[src/rtl/writeback_stage.sv]
// rtl/writeback_stage.sv - dual-lane writeback stage with RF write ports, WB bypass and optional retire counter (RETIRE_CNT_EN)
module writeback_stage #(
  parameter int DATA_WIDTH = 32,
  parameter int ADDR_WIDTH = 5,
  parameter int CNT_WIDTH  = 64
) (
  input  logic                  clk,
  input  logic                  rst,
  input  logic                  stall,
  input  logic                  flush,
  input  logic [DATA_WIDTH-1:0] ResultA,
  input  logic [DATA_WIDTH-1:0] ResultB,
  input  logic [ADDR_WIDTH-1:0] RdA,
  input  logic [ADDR_WIDTH-1:0] RdB,
  input  logic                  RegWriteA,
  input  logic                  RegWriteB,
  input  logic                  ValidA,
  input  logic                  ValidB,
  output logic                  WE3A,
  output logic                  WE3B,
  output logic [ADDR_WIDTH-1:0] A3A,
  output logic [ADDR_WIDTH-1:0] A3B,
  output logic [DATA_WIDTH-1:0] WD3A,
  output logic [DATA_WIDTH-1:0] WD3B,
  input  logic [ADDR_WIDTH-1:0] RsAddr [4],
  input  logic [DATA_WIDTH-1:0] RsData [4],
  output logic [DATA_WIDTH-1:0] RsFwd  [4],
  output logic [CNT_WIDTH-1:0]  retire_count
);

  typedef struct packed {
    logic                  valid;
    logic                  regwrite;
    logic [ADDR_WIDTH-1:0] rd;
    logic [DATA_WIDTH-1:0] result;
  } lane_t;

  lane_t a_q, b_q;

  always_ff @(posedge clk) begin
    if (rst || flush) begin
      a_q <= '0;
      b_q <= '0;
    end else if (!stall) begin
      a_q <= '{valid: ValidA, regwrite: RegWriteA, rd: RdA, result: ResultA};
      b_q <= '{valid: ValidB, regwrite: RegWriteB, rd: RdB, result: ResultB};
    end
  end

  logic raw_we_a, raw_we_b;

  assign raw_we_a = a_q.valid && a_q.regwrite && (a_q.rd != '0);
  assign raw_we_b = b_q.valid && b_q.regwrite && (b_q.rd != '0);

  // lane B is the younger instruction, so it owns a shared destination
  assign WE3A = raw_we_a && !(raw_we_b && (a_q.rd == b_q.rd));
  assign WE3B = raw_we_b;
  assign A3A  = a_q.rd;
  assign A3B  = b_q.rd;
  assign WD3A = a_q.result;
  assign WD3B = b_q.result;

  always_comb begin
    for (int i = 0; i < 4; i++) begin
      RsFwd[i] = RsData[i];
      if (RsAddr[i] == '0)
        RsFwd[i] = '0;
      else if (WE3B && (A3B == RsAddr[i]))
        RsFwd[i] = WD3B;
      else if (WE3A && (A3A == RsAddr[i]))
        RsFwd[i] = WD3A;
    end
  end

`ifdef RETIRE_CNT_EN
  logic [CNT_WIDTH-1:0] cnt_q;

  // stalled cycles are skipped so a held bundle is counted exactly once
  always_ff @(posedge clk) begin
    if (rst)
      cnt_q <= '0;
    else if (!stall)
      cnt_q <= cnt_q + CNT_WIDTH'(a_q.valid) + CNT_WIDTH'(b_q.valid);
  end

  assign retire_count = cnt_q;
`else
  assign retire_count = '0;
`endif

endmodule

[config.mk]
export PLATFORM = sky130hd
export DESIGN_NAME = writeback_stage
export DESIGN_NICKNAME = d
export VERILOG_FILES = /design/src/rtl/writeback_stage.sv
export SDC_FILE = /design/constraint.sdc
export NUM_CORES = 1
export LEC_CHECK = 0
export CAP_MARGIN = 20
export CORE_AREA = 4 4 190 192
export CTS_CLUSTER_SIZE = 40
export DETAILED_ROUTE_END_ITERATION = 8
export DIE_AREA = 0 0 194 196
export GPL_TIMING_DRIVEN = 0
export HOLD_SLACK_MARGIN = 0.1
export PLACE_DENSITY_LB_ADDON = 0.2
export SLEW_MARGIN = 20
export SYNTH_ARGS = -nofsm -noshare
export SYNTH_HDL_FRONTEND = slang
export SYNTH_SLANG_ARGS = --single-unit
[constraint.sdc]
create_clock -name clk -period 4.6 [get_ports clk]
set_clock_uncertainty 0.05 [all_clocks]
set_input_delay 1.38 -clock clk [delete_from_list [all_inputs] [get_ports clk]]
set_output_delay 1.38 -clock clk [all_outputs]
set_load 0.03 [all_outputs]
==> results.md <==
* YS warnings at 0
* Outcome: completed
* P_int at 1.701 mW
* Cts hold-fix bufs at 0
* Final setup fails at 0
* Rows at 68
* Fill cells at 3,503
* Most used cell, CP: buf_6
* R2r setup slk at 3480 ps
* Htree depth at 3
* Die Ht at 196 um
* Root Driver: clkbuf_16
* Pwr Total at 2.661 mW
* Met2 usage at 0.4685
* Clk pwr share at 0.313
* CP Data Required Time at 3170 ps
* Initial antenna violation count at 7
* Hold crit path type: flop to flop
* Setup Total Neg Slack at 0 ps
* CTS Buf Count at 9
* Crit Path Class: input pin to output port
* Chip width at 194 um
* Global route hottest layer: met2
* CTS tree: yes
* RSZ-0062 raised after global routing: true
* Arrival @ worst endpoint at 3160 ps
* Synth unique cells at 33
* I/O pins at 498
* Crit-path cells: dlygate4sd2_1 > xor2_2 > nor3_4 > and3_4 > buf_6 > or4_4 > nand3_4 > buf_6
* Total wire length at 57,890 um
* Slew Viols, Final at 0
* ANT nets after route at 0
* Max VDD drop at 0.1825 mV
* Routability cong. at 0.8707
* Largest net degree at the start of global routing at 15
* Critical path's largest stage delay at 530 ps
* Final Cycle Share at 0.9987
* Max Root-Sink Buffers at 2
* Family with the most delay on the worst path: simple AND/OR/NAND/NOR gates
* Mapped cell area at 8293 um2
* CTS clk-pin slew, worst paths at 60 ps
* Clk sink count at 78
* DR pass1 iterations at 5
* Routed WL per cell at 27.73 um
* Synthesis-stage register bit count at 78
* Crit path max fanout at 10
* Layout area overhead at 85.89%
* Post-detail-place hpwl at 45,130 um
* First-pass GRT wire length at 80,170 um
* Gate power share at 0.407
* M1 GR Usage at 0.3626
* # DRC at 0
* Initial core utilization at 0.2413
* Seq/Total Area, Yosys at 0.1883
* Psw at 0.9603 mW
* Port bufs at 432
* Tmin final at 4594 ps
* Worst-margin pin slew at 1130 ps
* Static Leak at 6.421 nW
* Max-slew headroom at 0.2468
* Global-route total usage across every layer at 0.2853
* Power per Cell Area at 172.6 nW/um2
* CORE AREA at 34,370 um2
* Max Freq at 217.7 MHz
* Met3 Usage GRT at 0.08381
* Cell at the slowest stage of the critical path: or4_4
* Placed cell areas at 13,450 um2
* DIE AREA at 38,020 um2
* CP Launch Type: input pin
* Worst-Skew Late Latency at 370 ps
* Buf/Inv on CP at 3
* Routed vias at 10,996
* Sw Share at 0.3609
* Initial DRC Count at 740
* Synth Instances at 1,100
* Post-route cell area at 15,420 um2
* Hold Vio Cnt, Final at 0
* Total grt overflow at 0
* Nets at 1,853
* CP endpoint kind: output port
* Vias in the first global route at 11,000
* Post-Syn Area per Cell at 7.539 um2
* Layout cell share with drive strength beyond 1 at 0.3692
* Vias/cell at 5.266
* Sequential group share of total power at 0.281
* Total of max-cap violations at 0
-- per-layer routing --
metal,up-vias,share of wire
li1,4971,-
met4,4,0.027
met5,-,0.00038
met3,90,0.097
met2,654,0.47
met1,5277,0.41
-- layout make-up --
cell class	instances	area (um2)	share of cell area
clock inverters	6	92.59	0.006006
diodes	5	12.51	0.0008116
repair buffers	454	4330	0.2809
multi-input cells	782	6420	0.4164
inverters	32	120.1	0.007792
clock buffers	10	239.0	0.01550
flip-flops and latches	78	1563	0.1014
well taps	455	569.3	0.03693
plain buffers	266	2069	0.1342
-- synth_stat cells, drive strengths merged --
| cell type | number | area [um2] |
|---|---|---|
| o2111ai | 114 | 998.5 |
| o211ai | 25 | 187.7 |
| o221ai | 56 | 490.5 |
| o31ai | 1 | 12.51 |
| nor4 | 1 | 6.260 |
| o21ai | 1 | 8.760 |
| a211o | 15 | 131.4 |
| inv | 32 | 120.1 |
| dfxtp | 78 | 1562 |
| and3 | 18 | 117.6 |
| buf | 181 | 1269 |
| or4b | 18 | 180.2 |
| or4 | 41 | 307.8 |
| nand2 | 95 | 356.6 |
| o2111a | 15 | 168.9 |
| xor2 | 32 | 280.3 |
| mux2i | 78 | 780.8 |
| clkbuf | 90 | 337.8 |
| nor2 | 102 | 382.9 |
| xnor2 | 13 | 113.9 |
| o21ba | 1 | 10.01 |
| nand3 | 75 | 375.4 |
| or2 | 4 | 25.03 |
| and2 | 1 | 6.260 |
| nor3 | 12 | 60.06 |
| conb | 1 | 3.750 |
-- worst paths after layout --
kind / startpoint / end / cells after the start
setup / recovery: RsAddr[12] / RsFwd[94] / 8
hold / removal: b_q[38] / b_q[38] / 2
setup reg to reg: WD3A[15] / WD3A[15] / 2
hold reg to reg: b_q[38] / b_q[38] / 2
-- stage by stage --
step                cells  setup WS (ps)  utilization  hold WS (ps)
floorplan            1163          222.9            -         404.8
CTS                  2077         -11.74       0.4320         451.2
global placement     2050          -1641       0.3905         417.8
finish               2088          6.094       0.4485         453.0
detailed placement   2051          -1695       0.3912         434.8
global route         2088         -47.09       0.4485         495.2
-- worst min-delay path: cells and delay by family, from the launching register on --
family / cells / cell delay (ps)
flops: 1 / 330
simple gates: 1 / 70
mux: 1 / 70
-- layout by cell type, fill, tap and decap left out, types with 40 or more instances in the layout --
cell type | Yosys | routed
clkdlybuf4s50_1 | 0 | 282
buf_4 | 139 | 222
nor2_1 | 102 | 100
nand2_1 | 95 | 94
mux2i_1 | 78 | 78
dfxtp_1 | 78 | 77
conb_1 | 1 | 64
o2111ai_1 | 114 | 61
buf_2 | 30 | 55
buf_6 | 4 | 52
o2111ai_2 | 0 | 42
o221ai_1 | 56 | 40
-- repair_timing --
item                        CTS  global route
setup endpoints to repair   130           128
setup buffers                 9             3
pin swaps                    85            30
gates resized for setup    1100           170
gates cloned                  6             3
-- flip-flops by register name, summed over array words and instances, names as in the netlist --
| signal | count |
|---|---|
| WD3A | 32 |
| a_q | 2 |
| A3B | 5 |
| b_q | 2 |
| WD3B | 32 |
| A3A | 5 |
-- cells by family (layout without fill, tap and decap cells) --
family | count (synthesis) | in the layout | share of synthesized area
buffers and inverters | 303 | 768 | 0.2082
AND/OR/NAND/NOR | 367 | 367 | 0.2192
AO/OA/AOI/OAI | 228 | 228 | 0.2422
other | 1 | 69 | 0.0004522
XOR/XNOR | 45 | 45 | 0.04753
flip-flops | 78 | 78 | 0.1883
multiplexers | 78 | 78 | 0.09415
-- power groups by stage --
stage	Sequential (mW)	Combinational (mW)	Clock, mW
final	0.747	1.08	0.832
after floorplan	0.730	0.549	0
after global routing	0.747	1.14	0.876
after global placement	0.757	1.01	0
after detailed placement	0.757	1.02	0
after CTS	0.744	1.05	0.852
No activity file was read; power rests on OpenSTA's default activity.
